File: config.mk
export PLATFORM = sky130hd
export DESIGN_NAME = oam_dma
export DESIGN_NICKNAME = d
export VERILOG_FILES = /design/src/rtl/ppu_pkg.sv /design/src/rtl/oam_dma.sv
export SDC_FILE = /design/constraint.sdc
export NUM_CORES = 1
export LEC_CHECK = 0
export BUFFER_PORTS_ARGS = -buffer_cell sky130_fd_sc_hd__clkbuf_2
export CAP_MARGIN = 20
export CORE_ASPECT_RATIO = 0.8
export CORE_UTILIZATION = 35
export DETAILED_ROUTE_END_ITERATION = 10
export PLACE_DENSITY_LB_ADDON = 0.15
export SLEW_MARGIN = 20
export SYNTH_ARGS = -nofsm -noshare
export SYNTH_HDL_FRONTEND = slang
export SYNTH_SLANG_ARGS = --single-unit
File: constraint.sdc
create_clock -name clk -period 3 [get_ports clk]
set_input_delay 0.6 -clock clk [delete_from_list [all_inputs] [get_ports clk]]
set_output_delay 0.6 -clock clk [all_outputs]
set_load 0.01 [all_outputs]
File: src/rtl/ppu_pkg.sv
// ppu_pkg: types and constants shared by the PPU-side blocks.
// Holds the OAM DMA state encoding and register map constants.
package ppu_pkg;

   typedef enum logic [2:0] {
      IDLE,
      HALT,
      ALIGN,
      READ,
      WRITE
   } dma_state_t;

   localparam logic [15:0] OAM_DMA_REG = 16'h4014;
   localparam int          OAM_SIZE    = 256;

endpackage

File: src/rtl/oam_dma.sv
// oam_dma: sprite OAM DMA engine, copies one CPU page into OAM.
// Optional OAM_DMA_STATS_EN adds last_cycles (length of last transfer).
module oam_dma
   import ppu_pkg::*;
#(
   parameter logic [15:0] TRIGGER_ADDR = OAM_DMA_REG,
   parameter int          XFER_LEN     = OAM_SIZE
) (
   input  logic        clk,
   input  logic        rst,
   input  logic        cpu_ce,
   input  logic [15:0] cpu_addr,
   input  logic [7:0]  cpu_data,
   input  logic        cpu_wr,
   input  logic [7:0]  oam_base,
   input  logic [7:0]  mem_data_in,
   output logic        cpu_stall,
   output logic        dma_busy,
   output logic [15:0] dma_addr,
   output logic        dma_rd,
   output logic [7:0]  oam_addr,
   output logic [7:0]  oam_data,
   output logic        oam_wr_en
`ifdef OAM_DMA_STATS_EN
   ,
   output logic [9:0]  last_cycles
`endif
);

   localparam logic [8:0] LAST_IDX = 9'(XFER_LEN - 1);

   dma_state_t state;
   logic [7:0] page;
   logic [7:0] base;
   logic [7:0] idx;
   logic       parity;
   logic       trig;
   logic       last;

`ifdef OAM_DMA_STATS_EN
   logic [9:0] cyc_cnt;
`endif

   assign trig = cpu_wr && (cpu_addr == TRIGGER_ADDR);
   assign last = ({1'b0, idx} == LAST_IDX);

   always_ff @(posedge clk or posedge rst) begin
      if (rst) begin
         state     <= IDLE;
         page      <= '0;
         base      <= '0;
         idx       <= '0;
         parity    <= 1'b0;
         cpu_stall <= 1'b0;
         dma_busy  <= 1'b0;
         dma_addr  <= '0;
         dma_rd    <= 1'b0;
         oam_addr  <= '0;
         oam_data  <= '0;
         oam_wr_en <= 1'b0;
`ifdef OAM_DMA_STATS_EN
         cyc_cnt     <= '0;
         last_cycles <= '0;
`endif
      end else begin
         // write strobe lasts one clk even when cpu_ce is held high
         oam_wr_en <= 1'b0;
         if (cpu_ce) begin
            parity <= ~parity;
`ifdef OAM_DMA_STATS_EN
            cyc_cnt <= cyc_cnt + 10'd1;
`endif
            unique case (state)
               IDLE: begin
                  if (trig) begin
                     page      <= cpu_data;
                     base      <= oam_base;
                     idx       <= '0;
                     state     <= HALT;
                     cpu_stall <= 1'b1;
                     dma_busy  <= 1'b1;
`ifdef OAM_DMA_STATS_EN
                     cyc_cnt <= 10'd1;
`endif
                  end
               end
               HALT: begin
                  // an even HALT means the following cycle is odd
                  if (parity) begin
                     state    <= READ;
                     dma_rd   <= 1'b1;
                     dma_addr <= {page, idx};
                  end else begin
                     state <= ALIGN;
                  end
               end
               ALIGN: begin
                  state    <= READ;
                  dma_rd   <= 1'b1;
                  dma_addr <= {page, idx};
               end
               READ: begin
                  state     <= WRITE;
                  dma_rd    <= 1'b0;
                  oam_data  <= mem_data_in;
                  oam_addr  <= base + idx;
                  oam_wr_en <= 1'b1;
               end
               WRITE: begin
                  if (last) begin
                     state     <= IDLE;
                     cpu_stall <= 1'b0;
                     dma_busy  <= 1'b0;
`ifdef OAM_DMA_STATS_EN
                     last_cycles <= cyc_cnt;
`endif
                  end else begin
                     idx      <= idx + 8'd1;
                     state    <= READ;
                     dma_rd   <= 1'b1;
                     dma_addr <= {page, idx + 8'd1};
                  end
               end
               default: state <= IDLE;
            endcase
         end
      end
   end

endmodule

# After elaboration in Yosys (flattened, before gate mapping)
# Index checks and enable logic that the tools add are counted.
# totals
ff_bits,63
in_bits,44
output_inout_bits,36
word_cells,54
# op_classes
n_addsub,2
n_eq_ne,10
n_mux,18
bitwise,1
reduce_logical,12
# ops
cell,count
case mux 16 bit (3 select lines),1
2-to-1 mux 16 bit,2
== test 16 x 15 -> 1 bit (second input constant),1
2-to-1 mux 8 bit,2
case mux 8 bit (2 select lines),1
AND reduction 4 bit,4
case mux 3 bit (5 select lines),1
adder 8 x 1 -> 8 bit (second input constant),1
adder 8 bit,1
== test 8 bit (second input constant),1
inequality test 2 bit (second input constant),4
2-to-1 mux 1 bit,7
== test 3 x 2 -> 1 bit (second input constant),2
case mux 1 bit (4 select lines),1
AND reduction 2 bit,2
nonzero test 4 bit,1
== test 3 x 1 -> 1 bit (second input constant),1
== test 3 bit (second input constant),1
logical NOT 3 bit,1
2-to-1 mux 3 bit,1
AND reduction 3 bit,1
nonzero test 3 bit,1
2-to-1 mux 2 bit,1
case mux 1 bit (2 select lines),1
other kinds (3),3

# Depth between registers and ports, before layout
# depth
word_depth,4
ltp_mapped,10
depth_no_buf,8

# Worst setup path after synthesis
# OpenSTA, ideal clock, no wires.
# synth_timing
path_type,input to register
startpoint,input cpu_addr[1]
endpoint,register base[0]
setup_ns,0.125
t_arrival_ns,2.051
required_ns,2.875
setup_slack_ns,0.824
path_stages,5
n_path_buf,1
path_cell_list,or4b_4 > nor4_4 > and3_4 > buf_6 > mux2_4
# synth_via
elab_chain_cells,3
# synth_lines
item,line,rtl
start: declaration,oam_dma.sv:12,"input logic [15:0] cpu_addr,"
== test 16 x 15 -> 1 bit,oam_dma.sv:44,assign trig = cpu_wr && (cpu_addr == TRIGGER_ADDR);
logical AND 1 bit,oam_dma.sv:44,
AND reduction 3 bit (no line),--,
end signal: assignment,oam_dma.sv:77,base <= oam_base;
end: declaration,oam_dma.sv:34,logic [7:0] base;
# Every way passes these cells.
# A chain may end at the register's enable or synchronous reset.

# Final worst setup path
# layout_timing
startpoint,register idx[0]
endpoint,register idx[0]
# layout_via
elab_chain_cells,3
elab_cells_between_ends,6
cone_classes,add/sub: 1; eq/ne: 2; mux: 2; reduce/logical: 1
# layout_lines
item,line,rtl
start: declaration,oam_dma.sv:35,logic [7:0] idx;
start signal: assignment,oam_dma.sv:118,idx <= idx + 8'd1;
adder 8 x 1 -> 8 bit / == test 8 bit (equally long branches),"oam_dma.sv:118, oam_dma.sv:45",
2-to-1 mux 8 bit / inequality test 2 bit (equally long branches),--,
case mux 8 bit (2 select lines) / AND reduction 4 bit (equally long branches),--,
# Parallel ways exist; a longest one is shown, timed or not. The select of a mux whose other input is x is not followed.

==> results.md <==
* Final Cycle Share at 78.1%
* # port buffers at 79
* Initial Util at 36.6%
* Clock buffer depth at 2
* Post-synth EDFFs at 0
* Nets at 416
* CTS tree: built
* Run status: completed
* CTS hold repair buffers at 0
* CP Class: flip-flop to flip-flop
* Post-Syn Nets at 334
* H-Tree Depth at 3
* Worst slew margin at 55.1%
* Synth warn at 0
* Synth cell count leaders: dfrtp_1, nand2_1, mux2_4
* Cell count after synthesis at 280
* Ant diodes at 0
* Post-CTS Repair Setup Buffers at 0
* Setup TNS at 0 ns
* Rows at 30
* Post-DP Area at 0.00363 mm2
* Chip Height at 87.0 um
* Most frequent cell after synthesis: dfrtp_1
* Via density at 4.68
* M1 wire length at 3220 um
* Post-DP HPWL at 4800 um
* CTS clk-pin slew, worst paths at 0.05 ns
* WL/cell at 13.6 um
* Post-route ant nets at 0
* Final Max Slew Viols at 0
* Sink Count at 63
* Top FF cell, synth: dfrtp_1
* Avg Cell Area, Syn at 11.3 um2
* Detailed Route WL at 6520 um
* Top-area cell type share of the netlist area at 49.9%
* CP required at 3.20 ns
* Worst clock skew at 0.00677 ns
* Register area share after synthesis at 49.9%
* Iter 0 DRT Violations at 47
* Synthesized area at 0.00316 mm2
* Non-Filler Cell Area, Final at 0.00393 mm2
* Global-route usage over all layers at 15.3%
* Die Width at 108 um
* Cts bufs inserted at 9
* Power Dens Cells at 668 mW/mm2
* Setup slack, reg-to-reg at 0.66 ns
* Max capacitance violation total at 0
* Gpl congestion at 0.820
* Detailed-route DRC error count at 0
* Leakage power at 2.03 nW
* DIE AREA at 0.00942 mm2
* Clk_lat worst skew at 0.32 ns
* RSZ-0062 raised after global routing: false
* Largest net degree at the start of global routing at 25
* Startpoint Class: flip-flop
* Number of setup violations in the final report at 0
* Fraction of layout cells with a size suffix above 1 at 38.4%
* Netlist cell types at 51
* CP arrival at 2.55 ns
* Cts repair resizes at 0
* 1st-pass router iterations at 4
* Met2 wire length at 2850 um
* Critical path endpoint category: flip-flop
* Max Used Layer: met4
* First-pass GRT wire length at 10800 um
* Post-synthesis async set-or-reset flop share at 100%
* Vias in the first global route at 2225
* Initial antenna violation count at 0
* Root buffer cell: clkbuf_16
* FMAX at 427 MHz
* Minimum clock period at 2.34 ns
* Vias at 2244
* Fin. Hold Viols at 0
* Synthesized flop and latch total at 63
* Core area at 0.00863 mm2
* Tightest Pin Transition at 0.670 ns
* Worst vdd ir at 0.000346 V
* Metal3 WL at 349 um
* Area delta synth->final at 24.2%
* Crit-path max FO at 6
* Synth area leader: dfrtp_1
* Total I/O pin count at 80
* Synth area leaders: dfrtp_1, mux2_4, nand2_1, mux2_2, ha_1
* GRT overflow at 0
* Hold Crit Class: primary input to asynchronous set/reset pin
[per-layer routing]
layer	global-route usage, %	up-vias
li1	-	1131
met1	21.4	1039
met2	22.5	64
met3	4.56	10
met4	5.53	0
met5	0	-
[critical path, stage by stage (launching register included)]
cell and delay, ns:
dfrtp_1 0.42, ha_1 0.30, nand3_2 0.14, o311a_1 0.42
a31oi_1 0.53, mux2_2 0.41
[path summary, 6_finish.rpt]
path                           startpoint           to  cells past startpoint
max in group asynchronous             rst       parity                      3
hold / removal                        rst  dma_addr[9]                      2
min in group clk           mem_data_in[6]  oam_data[6]                      3
setup / recovery                   idx[0]       idx[0]                      5
setup reg to reg                   idx[0]       idx[0]                      5
hold reg to reg               oam_addr[3]  oam_addr[3]                      2
[through the flow]
| stage | total power [W] | worst slack, ns | instances | utilization (%) | hold WS (ns) |
|---|---|---|---|---|---|
| 2_1_floorplan | 0.00145 | 0.824 | 280 | - | 0.478 |
| 3_3_place_gp | 0.00161 | 0.548 | 463 | 42.0 | 0.461 |
| 3_5_place_dp | 0.00162 | 0.533 | 463 | 42.0 | 0.466 |
| 4_1_cts | 0.00266 | 0.699 | 479 | 45.5 | 0.276 |
| 5_1_grt | 0.00278 | 0.536 | 479 | 45.5 | 0.302 |
| 6_report | 0.00262 | 0.657 | 479 | 45.5 | 0.267 |
[layout by cell type, fill, tap and decap left out, types with 6 or more instances in the layout]
cell / instances
clkbuf_2: 79
dfrtp_1: 63
nand2_1: 49
mux2_4: 20
o21ai_0: 18
mux2_2: 11
nor2_1: 10
ha_1: 9
clkbuf_16: 9
a21oi_1: 8
inv_1: 7
nand3_1: 6
xor2_1: 6
xnor2_1: 6
[where the power goes]
part / leakage (nW) / internal, W / switching [W]
combinational: 1.04 / 0.000229 / 0.000309
clock: 0.142 / 0.000643 / 0.000379
sequential: 0.851 / 0.000959 / 0.000102
total: 2.03 / 0.00183 / 0.000790
[area by class of cell]
type | count | area (um2)
clock buffer | 9 | 225
clock inverter | 7 | 72.6
fill | 848 | 4710
inverter | 10 | 37.5
multi-input combinational | 195 | 1450
sequential | 63 | 1580
tap | 112 | 140
timing repair buffer | 83 | 425
[kinds of logic after synthesis]
group | share of synthesized area, %
AND/OR/NAND/NOR | 15.0
flip-flops | 49.9
multiplexers | 14.4
buffers and inverters | 4.31
adder cells (fa/ha/maj) | 4.19
XOR/XNOR | 3.32
AO/OA/AOI/OAI | 8.94
[flip-flops by register name (all words and copies together) (netlist names)]
signal and flops:
page 8, oam_addr 8, oam_wr_en 1, oam_data 8, idx 8, base 8, dma_busy 1, dma_rd 1
dma_addr 16, parity 1, state 3
Note: power is estimated with default switching activity, not from simulation.
